File: src/rtl/bcd_timer_ctrl_if.sv
// Command/strobe bundle between the button logic, the timer controller and
// the four BCD digit counters.
interface bcd_timer_ctrl_if;
  // No valid/ready here: start_stop and clear are one-cycle pulses sampled on
  // every posedge, and each dig_* strobe is a one-cycle command that the digit
  // counters must act on in that cycle (there is no backpressure).
  logic        start_stop;
  logic        clear;
  logic        mode;
  logic [15:0] digits_in;
  logic [3:0]  dig_up;
  logic [3:0]  dig_down;
  logic [3:0]  dig_set0;
  logic [3:0]  dig_set9;
  logic        running;
  logic        done;

  modport master (
    output start_stop, clear, mode, digits_in,
    input  dig_up, dig_down, dig_set0, dig_set9, running, done
  );

  modport slave (
    input  start_stop, clear, mode, digits_in,
    output dig_up, dig_down, dig_set0, dig_set9, running, done
  );
endinterface

File: src/rtl/bcd_timer_ctrl.sv
// Stopwatch/countdown sequencer: tick prescaler plus run/pause FSM that strobes
// every digit needing a step in the same cycle, so the counter chain never ripples.
module bcd_timer_ctrl #(
  parameter int unsigned TICK_DIV = 100_000_000
) (
  input  logic             clk,
  input  logic             reset,
  bcd_timer_ctrl_if.slave  bus,
  output logic [1:0]       state_dbg
);

  localparam int PW = (TICK_DIV > 2) ? $clog2(TICK_DIV) : 1;
  localparam logic [PW-1:0] LAST = PW'(TICK_DIV - 1);

  typedef enum logic [1:0] {
    IDLE  = 2'd0,
    RUN   = 2'd1,
    PAUSE = 2'd2,
    DONE  = 2'd3
  } state_t;

  state_t        state;
  logic          mode_q;
  logic [PW-1:0] presc;

  logic       tick;
  logic [3:0] is9;
  logic [3:0] is0;
  logic [3:0] up_mask;
  logic [3:0] down_mask;

  // A/F-range digits compare unequal to both 9 and 0, so they never carry/borrow.
  assign is9 = {bus.digits_in[15:12] == 4'd9, bus.digits_in[11:8] == 4'd9,
                bus.digits_in[7:4]   == 4'd9, bus.digits_in[3:0]  == 4'd9};
  assign is0 = {bus.digits_in[15:12] == 4'd0, bus.digits_in[11:8] == 4'd0,
                bus.digits_in[7:4]   == 4'd0, bus.digits_in[3:0]  == 4'd0};

  // Digit i steps when every lower digit is at its wrap value.
  assign up_mask   = {is9[2] & is9[1] & is9[0], is9[1] & is9[0], is9[0], 1'b1};
  assign down_mask = {is0[2] & is0[1] & is0[0], is0[1] & is0[0], is0[0], 1'b1};

  assign tick      = (state == RUN) && (presc == LAST);
  assign state_dbg = state;

  always_ff @(posedge clk) begin
    if (reset) begin
      state        <= IDLE;
      mode_q       <= 1'b0;
      presc        <= '0;
      bus.dig_up   <= 4'h0;
      bus.dig_down <= 4'h0;
      bus.dig_set0 <= 4'hF;
      bus.dig_set9 <= 4'h0;
      bus.running  <= 1'b0;
      bus.done     <= 1'b0;
    end else begin
      bus.dig_up   <= 4'h0;
      bus.dig_down <= 4'h0;
      bus.dig_set0 <= 4'h0;
      bus.dig_set9 <= 4'h0;

      if (bus.clear) begin
        state       <= IDLE;
        presc       <= '0;
        bus.running <= 1'b0;
        bus.done    <= 1'b0;
        if (bus.mode) bus.dig_set9 <= 4'hF;
        else          bus.dig_set0 <= 4'hF;
      end else begin
        // The prescaler keeps counting on the cycle a pause is requested, so
        // RUN cycles between ticks always add up to TICK_DIV.
        if (state == RUN) presc <= tick ? '0 : presc + PW'(1);

        if (bus.start_stop) begin
          case (state)
            IDLE: begin
              state       <= RUN;
              mode_q      <= bus.mode;
              presc       <= '0;
              bus.running <= 1'b1;
            end
            RUN: begin
              state       <= PAUSE;
              bus.running <= 1'b0;
            end
            PAUSE: begin
              state       <= RUN;
              bus.running <= 1'b1;
            end
            default: ;
          endcase
        end else if (tick) begin
          if (!mode_q) begin
            if (&is9) begin
              state       <= DONE;
              bus.running <= 1'b0;
              bus.done    <= 1'b1;
            end else begin
              bus.dig_up <= up_mask;
            end
          end else begin
            if (&is0) begin
              state       <= DONE;
              bus.running <= 1'b0;
              bus.done    <= 1'b1;
            end else begin
              bus.dig_down <= down_mask;
            end
          end
        end
      end
    end
  end

endmodule
File: src/flat_wrapper.sv
// flat-port wrapper written by rule: the top's interface ports become plain ports
module bcd_timer_ctrl_flat 
#(
  parameter int unsigned TICK_DIV = 100_000_000
)
  (clk, reset, state_dbg, bus_start_stop, bus_clear, bus_mode, bus_digits_in, bus_dig_up, bus_dig_down, bus_dig_set0, bus_dig_set9, bus_running, bus_done);
  bcd_timer_ctrl_if bus_i ();
  input  logic clk;
  input  logic reset;
  output logic [1:0] state_dbg;
  input wire logic [$bits(bus_i.start_stop)-1:0] bus_start_stop;
  input wire logic [$bits(bus_i.clear)-1:0] bus_clear;
  input wire logic [$bits(bus_i.mode)-1:0] bus_mode;
  input wire logic [$bits(bus_i.digits_in)-1:0] bus_digits_in;
  output wire logic [$bits(bus_i.dig_up)-1:0] bus_dig_up;
  output wire logic [$bits(bus_i.dig_down)-1:0] bus_dig_down;
  output wire logic [$bits(bus_i.dig_set0)-1:0] bus_dig_set0;
  output wire logic [$bits(bus_i.dig_set9)-1:0] bus_dig_set9;
  output wire logic [$bits(bus_i.running)-1:0] bus_running;
  output wire logic [$bits(bus_i.done)-1:0] bus_done;
  assign bus_i.start_stop = bus_start_stop;
  assign bus_i.clear = bus_clear;
  assign bus_i.mode = bus_mode;
  assign bus_i.digits_in = bus_digits_in;
  assign bus_dig_up = bus_i.dig_up;
  assign bus_dig_down = bus_i.dig_down;
  assign bus_dig_set0 = bus_i.dig_set0;
  assign bus_dig_set9 = bus_i.dig_set9;
  assign bus_running = bus_i.running;
  assign bus_done = bus_i.done;
  bcd_timer_ctrl #(.TICK_DIV(TICK_DIV)) u_core (.clk(clk), .reset(reset), .bus(bus_i), .state_dbg(state_dbg));
endmodule
File: config.mk
export PLATFORM = sky130hd
export DESIGN_NAME = bcd_timer_ctrl_flat
export DESIGN_NICKNAME = d
export VERILOG_FILES = /design/src/rtl/bcd_timer_ctrl_if.sv /design/src/rtl/bcd_timer_ctrl.sv /design/src/flat_wrapper.sv
export SDC_FILE = /design/constraint.sdc
export NUM_CORES = 1
export LEC_CHECK = 0
export BUFFER_PORTS_ARGS = -buffer_cell sky130_fd_sc_hd__buf_2
export CAP_MARGIN = 20
export CORE_ASPECT_RATIO = 0.5
export CORE_MARGIN = 3
export CORE_UTILIZATION = 35
export DETAILED_ROUTE_END_ITERATION = 10
export GPL_ROUTABILITY_DRIVEN = 0
export PLACE_DENSITY = 0.59
export SYNTH_ARGS = -nofsm -noshare
export SYNTH_HDL_FRONTEND = slang
export SYNTH_SLANG_ARGS = --single-unit
File: constraint.sdc
create_clock -name clk -period 5 [get_ports clk]
set_input_delay 0.75 -clock clk [delete_from_list [all_inputs] [get_ports clk]]
set_output_delay 0.75 -clock clk [all_outputs]
set_load 0.005 [all_outputs]
; ---- Yosys cells after proc, flatten, opt, wreduce, memory -nomap -nowiden
; Cells that the tools add are included.
[word_totals]
latchBits = 0
register_bits = 48
inputBits = 21
n_memories = 0
mem_bits_ro = 0
out_inout_bits = 20
mem_bits_rw = 0
[op_classes]
eq_ne = 10
muxes = 24
n_reduce_logical = 21
add_sub_neg = 1
div = 0
n_shift = 0
order_cmp = 0
bitwise_logic = 10
mul = 0
[ops]
columns = op, count
row1 = two-way mux 27 bit, 4
row2 = adder 27 x 1 -> 27 bit (second input constant), 1
row3 = == test 27 bit (second input constant), 1
row4 = == test 4 bit (second input constant), 4
row5 = zero test 4 bit, 4
row6 = AND reduction 4 bit, 4
row7 = two-way mux 4 bit, 3
row8 = OR reduction 6 bit, 2
row9 = two-way mux 1 bit, 10
row10 = two-way mux 2 bit, 5
row11 = OR reduction 5 bit, 2
row12 = AND 1 bit, 6
row13 = OR reduction 2 bit, 3
row14 = NOT 1 bit, 4
row15 = one-hot mux 2 bit (2 select lines), 1
row16 = nonzero test 2 bit, 2
row17 = != test 3 x 2 -> 1 bit (second input constant), 1
row18 = != test 3 bit (second input constant), 1
row19 = AND reduction 3 bit, 1
row20 = nonzero test 3 bit, 1
row21 = == test 2 x 1 -> 1 bit (second input constant), 1
row22 = == test 2 bit (second input constant), 1
row23 = zero test 2 bit, 1
row24 = != test 2 bit (second input constant), 1
row25 = other kinds (2), 2

; ---- Logic depth before layout (Yosys ltp)
[logic_depth]
depth_word = 6
depth_mapped = 6
depth_no_buf = 5

; ---- Worst setup path before layout
; OpenSTA, ideal clock, no wires.
[synth_path]
kind = input to register
startpoint = in bus_start_stop
endpoint = reg u_core.presc[14]
stages = 4
n_path_buf = 1
setup_slack_ns = 3.174
arrival_ns = 1.687
required_ns = 4.861
cell_sequence = nand2b_1 > o21ai_1 > clkbuf_1 > a211oi_1
[synth_via]
elab_chain_cells = 1
[synth_rtl]
columns = item, line
row1 = from (decl), flat_wrapper.sv:11  ; input wire logic [$bits(bus_i.start_stop)-1:0] bus_start_stop;
row2 = two-way mux 27 bit, bcd_timer_ctrl.sv:74  ; if (bus.start_stop) begin
row3 = to (signal assigned), bcd_timer_ctrl.sv:72  ; if (state == RUN) presc <= tick ? '0 : presc + PW'(1);
row4 = to (decl), bcd_timer_ctrl.sv:24  ; logic [PW-1:0] presc;
; No other way between the ends.
; A chain may end at the register's enable or synchronous reset.

; ---- Final worst setup path
[layout_path]
startpoint = reg u_core.presc[0]
endpoint = reg u_core.presc[24]
[layout_via]
elab_chain_cells = 6
[layout_rtl]
columns = item, line
row1 = "parallel branches: the longest is 2 deep, another holds adder 27 x 1 -> 27 bit", --
row2 = two-way mux 27 bit * (2 in series), bcd_timer_ctrl.sv:72
row3 = two-way mux 27 bit, bcd_timer_ctrl.sv:75  ; case (state)
row4 = two-way mux 27 bit *, bcd_timer_ctrl.sv:74
; Every way passes the cells marked *.

==> reports/results.ini <==
[setup_path]
cp_max_fo = 14
reg2reg_to = u_core.presc[24]
worstPathCellList = ha_1 > and3_1 > nand4bb_1 > nor2_1 > buf_4 > a211oi_1
critPathKind = reg -> reg
cpPeakStageDelay_ns = 0.83
crit_start = u_core.presc[0]
r2r-start = u_core.presc[0]
cp.arrival_ns = 2.58
worstRegToRegCells = 6
cp-start-kind = flip-flop
crit_required_ns = 5.16
regToRegSetupSlack_ns = 2.58
cpMaxStageDelayCell = nor2_1
endpoint_kind = flip-flop

[routing]
wirelength_um = 4750
wl_per_cell_um = 14.1
drc = 0
vias = 1891
drt-pass1-iter-count = 4
drtAntennaViolNets = 0
avgViaCountPerCell = 5.63
drtIter0Drc = 40

[cts]
postCtsSetupRepairBufs = 0
clock-root-buffer = clkbuf_16
cts_tree = yes
cts_buffers = 5
clock_sinks = 42
cts.hold.buffers_added = 0
clockBufferDepth = 2
path_clk_slew_ns = 0.06
cts-htree-levels = 2
cts-resized-gates = 0
insertion_delay_ns = 0.29

[synthesis]
post-synth-top-count-cell = dfxtp_1
async_flop_share_pct = 0
synth_flop_cell = dfxtp_1
yosys.area.top_type = dfxtp_1
synth_edf_count = 0
ys_seq_elements = 42
synth_area_um2 = 2140
synthTopCellsByCount = dfxtp_1, nand2_1, a211oi_1, o31ai_1
yosysUniqueCellTypes = 47
synthCells = 228
synth_warnings = 0
avgSynthCellArea_um2 = 9.38
ys_seq_area_share_pct = 39.3
synthTopCellsByArea = dfxtp_1, a211oi_1, o31ai_1, or4_1, nand4_1
synth_fp_nets = 250
synth.top_cell.area_share_pct = 39.3

[sta]
maxSlewHeadroom_pct = 29.1
setup_viol = 0
worst_slack_ns = 2.58
finalCritPeriodShare_pct = 48.5
whs_ns = 0.484
tightest_slew_ns = 1.06
finClkSkew_ns = 0.00562
finalCriticalPeriod_ns = 2.42
rsz0062_at_grt = false
tns_ns = 0
finalHoldViolCount = 0
fmax_mhz = 413
slew_viol_final = 0

[grt]
antenna_found_initial = 0
grt_pass1_wl_um = 8030
grt_overflow = 0
grt_use_total_pct = 14.4
grt_max_degree = 28
first_global_vias = 1697

[placement]
place_hpwl_um = 3380
port_buffers = 40
dpl_cell_area_um2 = 2340
dp_slack_ns = 2.61

[floorplanning]
initial_core_util_pct = 37.6
fp.dieW_um = 117
die_y_um = 61.3
rows = 19
ios = 41
dieArea_um2 = 7140
core_area_um2 = 5680

[power]
finalPower_uw = 705
p_leak_nw = 0.895
peakVddDrop_mv = 0.153
cellPowerDensity_nw_per_um2 = 283

[worst_hold_path]
min_path_type = reg -> reg
holdPathEnd = u_core.presc[1]
hold_start = u_core.presc[1]
hold_depth = 2

[finish]
stdcell_area_um2 = 2490
nets = 284
multi_input_area_um2 = 1180
fillers = 543
regArea_um2 = 841
synthToLayoutAreaGrowth_pct = 16.6
antennaDiodeCount = 0
drive_gt1_share_pct = 24.3

[job]
drv_cap = 0

[run_status]
outcome = completed

## report_power, final
group | switching, mW | internal, mW
sequential | 0.00284 | 0.337
clock | 0.136 | 0.198
combinational | 0.0166 | 0.0147
total | 0.155 | 0.549
## worst max-delay path: cells and delay by family, from the launching register on
kind | cells | cell delay (ns)
compound gates | 1 | 0.07
fa+ha+maj | 1 | 0.33
buf+inv | 1 | 0.36
flops | 1 | 0.36
simple gates | 3 | 1.17
## stage by stage
stage                     std cells  utilization [%]
after floorplan                 228                -
after global placement          328             41.2
after detailed placement        328             41.2
after CTS                       336             43.9
after global routing            336             43.9
final                           336             43.9
## state kept, by name (all words and copies together), names as in the netlist
signal,count
u_core.bus.dig_down,4
u_core.bus.dig_set0,1
u_core.bus.dig_set9,1
u_core.bus.dig_up,4
u_core.bus.done,1
u_core.bus.running,1
u_core.mode_q,1
u_core.presc,27
u_core.state_dbg,2
## layer usage
metal	wire (um)	global-route usage, %	up-vias	part of all wire (%)
li1	-	-	950	-
met1	2270	18.1	889	48
met2	2170	24.2	45	46
met3	243	4.12	7	5.1
met4	65	4.90	0	1.4
met5	0	0	-	0
## how the worst max path moves through the flow
stage,endpoint,slack (ns),cells after the start
floorplan,u_core.presc[14],3.17,4
global placement,u_core.presc[15],2.68,6
detailed placement,u_core.presc[24],2.61,6
CTS,u_core.presc[24],2.59,6
global route,u_core.presc[14],2.40,6
finish,u_core.presc[24],2.58,6
## placed cells by master, fill, tap and decap left out, drive strengths merged, types with 2 or more instances in the layout
| master | synthesis | routed |
|---|---|---|
| nand4 | 12 | 12 |
| xnor2 | 2 | 2 |
| and3 | 6 | 6 |
| and2 | 5 | 5 |
| nor4b | 3 | 3 |
| buf | 12 | 42 |
| mux2i | 2 | 2 |
| a21o | 2 | 2 |
| clkbuf | 3 | 6 |
| a21oi | 4 | 4 |
| nor2 | 7 | 7 |
| a211oi | 17 | 17 |
| inv | 3 | 3 |
| nand3 | 8 | 8 |
| xor2 | 6 | 6 |
| and4b | 2 | 2 |
| dfxtp | 42 | 42 |
| nor3 | 10 | 10 |
| nor4bb | 4 | 4 |
| or4 | 11 | 11 |
| nor2b | 3 | 3 |
| nand2 | 14 | 14 |
| nand2b | 3 | 3 |
| or3 | 6 | 6 |
| nor4 | 6 | 6 |
| o31ai | 11 | 11 |
| o21ai | 9 | 9 |
| and4 | 6 | 6 |
## final cells by class
class,instances,share of cell area [%]
inverters,3,0.452
clock buffers,6,5.57
flip-flops and latches,42,33.7
repair buffers,42,8.63
clock inverters,2,0.502
well taps,73,3.66
multi-input cells,168,47.4
## logic make-up after synthesis
| kind of cell | count (synthesis) | synth area share (%) |
|---|---|---|
| AO/OA/AOI/OAI | 46 | 15.8 |
| XOR/XNOR | 8 | 3.28 |
| adder cells (fa/ha/maj) | 1 | 0.585 |
| buffers and inverters | 18 | 5.56 |
| flip-flops | 42 | 39.3 |
| multiplexers | 2 | 0.936 |
| AND/OR/NAND/NOR | 111 | 34.5 |
Note: power is estimated with default switching activity, not from simulation.
